### src/rtl/boot_fetch_controller.sv
// boot_fetch_controller: boot-copies bios words into memory, then fetches instructions at the PC.
// Define BOOT_CHECKSUM_EN to build the running sum of accepted boot words on boot_checksum.
module boot_fetch_controller #(
  parameter int ADDR_WIDTH  = 32,
  parameter int DATA_WIDTH  = 32,
  parameter int BOOT_WORDS  = 16,
  parameter int MEM_LATENCY = 1,
  parameter int WORD_STEP   = 4
) (
  input  logic                  clock,
  input  logic                  reset,
  input  logic                  boot_valid,
  input  logic [DATA_WIDTH-1:0] boot_data,
  output logic                  boot_ready,
  output logic [ADDR_WIDTH-1:0] Address,
  output logic                  CS,
  output logic                  WE,
  output logic                  OE,
  output logic [DATA_WIDTH-1:0] mem_wdata,
  input  logic [DATA_WIDTH-1:0] mem_rdata,
  input  logic [ADDR_WIDTH-1:0] pc_value,
  output logic                  enablePC,
  output logic [DATA_WIDTH-1:0] instr,
  output logic                  instr_valid,
  input  logic                  instr_ready,
  output logic                  boot_done,
  output logic [DATA_WIDTH-1:0] boot_checksum
);
  localparam int CW = BOOT_WORDS > 1 ? $clog2(BOOT_WORDS) : 1;
  localparam int LW = MEM_LATENCY > 1 ? $clog2(MEM_LATENCY) : 1;
  typedef enum logic [2:0] {IDLE, BOOT, FETCH_REQ, FETCH_WAIT, HOLD} state_t;
  state_t                state_q, state_d;
  logic [CW-1:0]         cnt_q, cnt_d;
  logic [LW-1:0]         lat_q, lat_d;
  logic [ADDR_WIDTH-1:0] addr_q, addr_d;
  logic [DATA_WIDTH-1:0] instr_q, instr_d;
  logic                  valid_q, valid_d, en_q, en_d, done_q, done_d, accept;
  logic [ADDR_WIDTH-1:0] boot_addr;
  // The product is truncated to ADDR_WIDTH, so boot addresses wrap silently.
  assign boot_addr   = ADDR_WIDTH'(cnt_q) * ADDR_WIDTH'(WORD_STEP);
  assign enablePC    = en_q;
  assign instr       = instr_q;
  assign instr_valid = valid_q;
  assign boot_done   = done_q;
  always_comb begin
    state_d    = state_q;
    cnt_d      = cnt_q;
    lat_d      = lat_q;
    addr_d     = addr_q;
    instr_d    = instr_q;
    valid_d    = valid_q;
    en_d       = 1'b0;
    done_d     = done_q;
    accept     = 1'b0;
    boot_ready = 1'b0;
    Address    = addr_q;
    CS         = 1'b1;
    WE         = 1'b1;
    OE         = 1'b1;
    mem_wdata  = '0;
    case (state_q)
      IDLE: begin
        cnt_d   = '0;
        state_d = BOOT;
      end
      BOOT: begin
        boot_ready = 1'b1;
        CS         = 1'b0;
        Address    = boot_addr;
        accept     = boot_valid;
        WE         = ~boot_valid;
        mem_wdata  = boot_valid ? boot_data : '0;
        cnt_d      = boot_valid ? cnt_q + 1'b1 : cnt_q;
        if (boot_valid && cnt_q == CW'(BOOT_WORDS - 1)) begin
          state_d = FETCH_REQ;
          done_d  = 1'b1;
        end
      end
      FETCH_REQ: begin
        Address = pc_value;
        CS      = 1'b0;
        OE      = 1'b0;
        addr_d  = pc_value;
        lat_d   = LW'(MEM_LATENCY - 1);
        state_d = FETCH_WAIT;
      end
      FETCH_WAIT: begin
        CS = 1'b0;
        OE = 1'b0;
        if (lat_q == '0) begin
          instr_d = mem_rdata;
          valid_d = 1'b1;
          en_d    = 1'b1;
          state_d = HOLD;
        end else begin
          lat_d = lat_q - 1'b1;
        end
      end
      HOLD: begin
        valid_d = instr_ready ? 1'b0 : valid_q;
        state_d = instr_ready ? FETCH_REQ : HOLD;
      end
      default: state_d = IDLE;
    endcase
  end
  always_ff @(posedge clock) begin
    if (reset) begin
      state_q <= IDLE;
      cnt_q   <= '0;
      lat_q   <= '0;
      addr_q  <= '0;
      instr_q <= '0;
      valid_q <= 1'b0;
      en_q    <= 1'b0;
      done_q  <= 1'b0;
    end else begin
      state_q <= state_d;
      cnt_q   <= cnt_d;
      lat_q   <= lat_d;
      addr_q  <= addr_d;
      instr_q <= instr_d;
      valid_q <= valid_d;
      en_q    <= en_d;
      done_q  <= done_d;
    end
  end
`ifdef BOOT_CHECKSUM_EN
  logic [DATA_WIDTH-1:0] sum_q, sum_d;
  assign sum_d         = accept ? sum_q + boot_data : sum_q;
  assign boot_checksum = sum_q;
  always_ff @(posedge clock) begin
    if (reset) sum_q <= '0;
    else sum_q <= sum_d;
  end
`else
  assign boot_checksum = '0;
`endif
endmodule

### config.mk
export PLATFORM = sky130hd
export DESIGN_NAME = boot_fetch_controller
export DESIGN_NICKNAME = d
export VERILOG_FILES = /design/src/rtl/boot_fetch_controller.sv
export SDC_FILE = /design/constraint.sdc
export NUM_CORES = 1
export LEC_CHECK = 0
export ABC_CLOCK_PERIOD_IN_PS = 2200
export BUFFER_PORTS_ARGS = -buffer_cell sky130_fd_sc_hd__buf_2
export CORE_ASPECT_RATIO = 1.2
export CORE_MARGIN = 2
export CORE_UTILIZATION = 41
export DETAILED_ROUTE_END_ITERATION = 7
export GPL_ROUTABILITY_DRIVEN = 0
export PLACE_DENSITY_LB_ADDON = 0.3
export SYNTH_ARGS = -nofsm -noshare
export SYNTH_HDL_FRONTEND = slang
export SYNTH_SLANG_ARGS = --single-unit
### constraint.sdc
create_clock -name clock -period 2.2 [get_ports clock]
set_input_delay 0.44 -clock clock [delete_from_list [all_inputs] [get_ports clock]]
set_output_delay 0.44 -clock clock [all_outputs]
set_load 0.005 [all_outputs]
Word level (Yosys, flattened, before mapping)
Cells that the tools add are included.
{ "word_totals": {"ramBits": 0, "output_inout_bits": 135, "latch_bits": 0, "wordCells": 54, "romBits": 0, "input_bits": 100, "mem_count": 0, "register_bits": 75} }
{ "classes": {"multipliers": 0, "n_mux": 19, "n_eq_ne": 9, "shifts": 0, "add_sub_neg": 2, "n_bitwise": 3, "div_mod_pow": 0, "order_cmp": 0, "n_reduce_logical": 13} }
{ "op_table": {"columns": ["operator", "n"], "rows": [
  ["two-way mux 32 bit", 2],
  ["case mux 32 bit (2 select lines)", 1],
  ["case mux 3 bit (5 select lines)", 1],
  ["two-way mux 3 bit", 3],
  ["two-way mux 1 bit", 8],
  ["inequality test 2 bit, second input constant", 4],
  ["case mux 4 bit (2 select lines)", 1],
  ["AND reduction 2 bit", 4],
  ["== test 3 x 2 -> 1 bit, second input constant", 2],
  ["nonzero test 2 bit", 3],
  ["adder 4 x 1 -> 4 bit, second input constant", 1],
  ["== test 4 bit, second input constant", 1],
  ["two-way mux 4 bit", 1],
  ["case mux 1 bit (2 select lines)", 2],
  ["OR reduction 2 bit", 2],
  ["== test 3 x 1 -> 1 bit, second input constant", 1],
  ["== test 3 bit, second input constant", 1],
  ["logical NOT 3 bit", 1],
  ["inverter 1 bit", 3],
  ["AND reduction 3 bit", 1],
  ["OR reduction 3 bit", 1],
  ["logical AND 1 bit", 1],
  ["subtractor 1 bit, second input constant", 1]
]} }

Depth between registers and ports, before layout
{ "logic_depth": {"depth_word": 4, "depth_mapped": 6, "ltp_nobuf": 4} }

Least setup slack after synthesis
Ideal clock, no wire load.
{ "synth_path": {"kind": "flip-flop to output port", "start": "register state_q[1]", "end": "output Address[10]", "path_stages_with_launch": 7, "path_buffers": 3, "t_required_ps": 1760, "setup_slack_ps": 487, "arrival_ps": 1273, "cell_sequence": "dfxtp_1 -> buf_6 -> nor3b_2 -> buf_4 -> buf_4 -> mux2i_1 -> nor2_1"} }
{ "synth_between": {"elab_chain_len": 2} }
{ "synth_lines": {"columns": ["item", "line", "source"], "rows": [
  ["start: declaration", "32", "state_t state_q, state_d;"],
  ["start signal: assignment", "117", "state_q <= state_d;"],
  ["== test 3 x 2 -> 1 bit or == test 3 x 1 -> 1 bit (tied branches)", "61", "case (state_q)"],
  ["case mux 32 bit (2 select lines) (*)", "61", null],
  ["end: declaration", "15", "output logic [ADDR_WIDTH-1:0] Address,"]
]} }
Mark *: on every way between the ends. The rest lies on a longest branch, timed or not.

Worst setup path in the final report
{ "layout_path": {"start": "register state_q[2]", "end": "output Address[7]"} }
The elaborated chain is that of the path after synthesis.

==> metrics.txt <==
result of the run=completed; CP required=1760 ps; vias=3491; critical path class=reg -> out; grt total ovfl=0; die footprint=9000 µm²; Die H=104 µm; #FFs+latches synth=74; total global-route track usage=21.7%; post-synth design cell area=3380 µm²; end point of the worst hold path=instr[17]$_SDFFE_PP0P_; Total Power=2670 µW; Critical Path, Cell by Cell=nor3b_4 > buf_6 > clkbuf_16 > mux2i_1 > nor2_1 > buf_2; startpoint kind of the worst setup timing path=register; Antenna Violating Nets Remaining=0; Reg2Reg Capture Point=instr[7]$_SDFFE_PP0P_; CTS Root Buffer Type=clkbuf_8; synth top area cells=dfxtp_1, mux2i_1, buf_4; count of flip-flops with a built-in enable after synthesis=0; number of synthesis warnings=0; P per Cell Area=540 nW/µm²; share of synthesized registers carrying an async set or reset=0%; number of distinct library cell variants in the gate-level netlist after synthesis=33; fraction of layout cells with a size suffix above 1=43.2%; number of H-tree branching levels=3; Post-CTS Hold Buffers=0; detailed-placement wirelength estimate=7130 µm; top cell family by delay on the critical path=buffers and inverters; final clock skew=9.47 ps; CP peak stage delay=380 ps; count leader, synth=dfxtp_1; Final Hold Vio Count=0; most instantiated cells after synthesis=dfxtp_1, nor2_1, nand2_1; multi-input logic area=1820 µm²; worst hold slack after final layout=336 ps; sinks on the clock net=74; Min Clock Period, post-route=2170 ps; pin slew with the least headroom to its limit=1130 ps; antenna violations before repair=1; top cell type's share of synthesized area=43.8%; Min-Delay Path Depth=3; PnR worst setup slack=27.2 ps; beginning of the critical path=state_q[2]$_SDFFE_PP0P_; area taken by flip-flops and latches=1490 µm²; category of the worst setup path capture point=output port; RSZ-0062 raised after global routing=yes; Synth Flop Type=dfxtp_1; max-cap violations=0; post-route DRC violation count=0; post-DR vias/cell=4.88; I/O Pins=235; clock transition at the registers of the reported paths=70 ps; Final period util=98.8%; syn avg cell area=8.19 µm²; Post-Place Worst Slack=208 ps; Die Width=86.9 µm; Core Region=8060 µm²; internal power summed over all cells=2050 µW; growth of design area from synthesis to finish=46.0%; largest buffer count on any clock path=2; number of buffers created by CTS=9; hold_sp=mem_rdata[17]; Max Slew Vio Count=0; portion of the post-synthesis area used by sequential elements=43.8%; wire length reported by the detailed router=10400 µm; origin of the critical flop-to-flop path=state_q[1]$_SDFFE_PP0P_; switching part of the total power=23.1%; setup slack on the worst flop-to-flop path=350 ps; Peak supply drop=0.000405 V; path category of the worst min-delay check=in -> reg; share of power burned in the clock network=39.4%; vias in the first global route=3210; count of final setup violators=0; Crit path arrival time=1730 ps; CTS tree=built; switching power summed over all nets=616 µW; remaining max-slew budget at the tightest pin=24.3%; leading area contributor after synthesis=dfxtp_1; per-cell routed wire length=14.5 µm; sequential share of power=50.5%; number of input and output port buffers inserted=202; clock latency on the worst-skew pair=340 ps; highest attainable clock frequency=460 MHz; buffering stage count on the worst path with inverters included=3; number of iterations in the first detailed-routing pass=4; leakage power summed over all cells=0.00249 µW; starting density of the core=42.0%; top fanout value on the critical path=8; count of mapped cells out of synthesis=413; number of standard-cell rows in the floorplan=36; number of filler instances in the final layout=727; 1st-iter DRT viols=143; Net count, final=716; logic gate share of total power=10.1%; first-pass GRT wire length=15300 µm; Worst path slowest cell=dfxtp_4; Worst R2R Path Depth=4; maximum number of pins on one net before global-route repair=59
==> layout make-up <==
type	count	share of cell area, %
inverters	2	0.152
flip-flops and latches	74	30.2
clock inverters	2	0.709
multi-input cells	303	36.8
diodes	1	0.0506
clock buffers	14	3.29
well taps	95	2.41
repair buffers	225	26.5
==> stage by stage <==
stage | TNS [ps] | utilization (%) | area (µm²) | instances
3_5_place_dp | 0 | 53.5 | 4320 | 682
3_3_place_gp | 0 | 53.5 | 4320 | 682
2_1_floorplan | 0 | - | 3500 | 444
6_report | 0 | 61.3 | 4940 | 716
5_1_grt | -753 | 61.3 | 4940 | 715
4_1_cts | -50.5 | 57.1 | 4600 | 702
==> worst max path at each step <==
| stage | end | cells past startpoint |
|---|---|---|
| finish | Address[7] | 6 |
| CTS | mem_wdata[14] | 4 |
| floorplan | Address[10] | 6 |
| global placement | Address[4] | 5 |
| global route | Address[11] | 6 |
| detailed placement | Address[4] | 5 |
==> registers in the layout, summed over array words and instances, names as in the netlist <==
name and flops:
addr_q 32, instr 32, cnt_q 4, state_q 3, boot_done 1, enablePC 1, instr_valid 1
==> routing by layer <==
layer  vias up  part of all wire (%)  global-route usage [%]  wire, µm
li1       1712                     -                       -         -
met1      1587                    41                    26.3      4240
met2       182                    47                    34.2      4870
met3        10                    11                    8.76      1100
met4         0                   1.5                    7.70       155
met5         -                     0                       0         0
==> timing repair <==
| action | CTS | global route |
|---|---|---|
| resized for setup | 5 | 41 |
| setup endpoints to repair | 65 | 35 |
| pin swaps | 1 | 3 |
| setup buffers | 2 | 11 |
| gates cloned | 2 | 2 |
==> worst register-to-register path: cells and delay by family, from the launching register on <==
kind / cells / cell delay, ps
AO/OA/AOI/OAI: 1 / 180
flip-flops: 1 / 380
AND/OR/NAND/NOR: 2 / 1070
buffers and inverters: 1 / 160
==> power by group through the flow <==
stage | logic, µW | registers [µW] | clock network (µW)
finish | 271 | 1350 | 1050
global placement | 239 | 1380 | 0
detailed placement | 242 | 1380 | 0
CTS | 259 | 1350 | 1090
global route | 297 | 1350 | 1140
floorplan | 148 | 1370 | 0
==> cell usage in the layout (no fill, tap or decap), types with 4 or more instances in the layout <==
| cell type | count |
|---|---|
| nand2_1 | 66 |
| mux2i_1 | 11 |
| dfxtp_1 | 71 |
| buf_4 | 12 |
| a21o_1 | 4 |
| clkbuf_8 | 11 |
| buf_2 | 202 |
| a21oi_1 | 40 |
| mux2i_4 | 14 |
| conb_1 | 32 |
| a22o_1 | 4 |
| mux2i_2 | 7 |
| nor2_1 | 67 |
| and3_1 | 32 |
==> kinds of logic after synthesis <==
logic type,share of synthesized area (%)
DFF,43.8
and+or+nand+nor,24.8
muxes,9.46
other,0.111
AOI/OAI and AO/OA,9.35
buffers and inverters,12.1
adders and majority gates,0.370
Note: power is estimated with default switching activity, not from simulation.
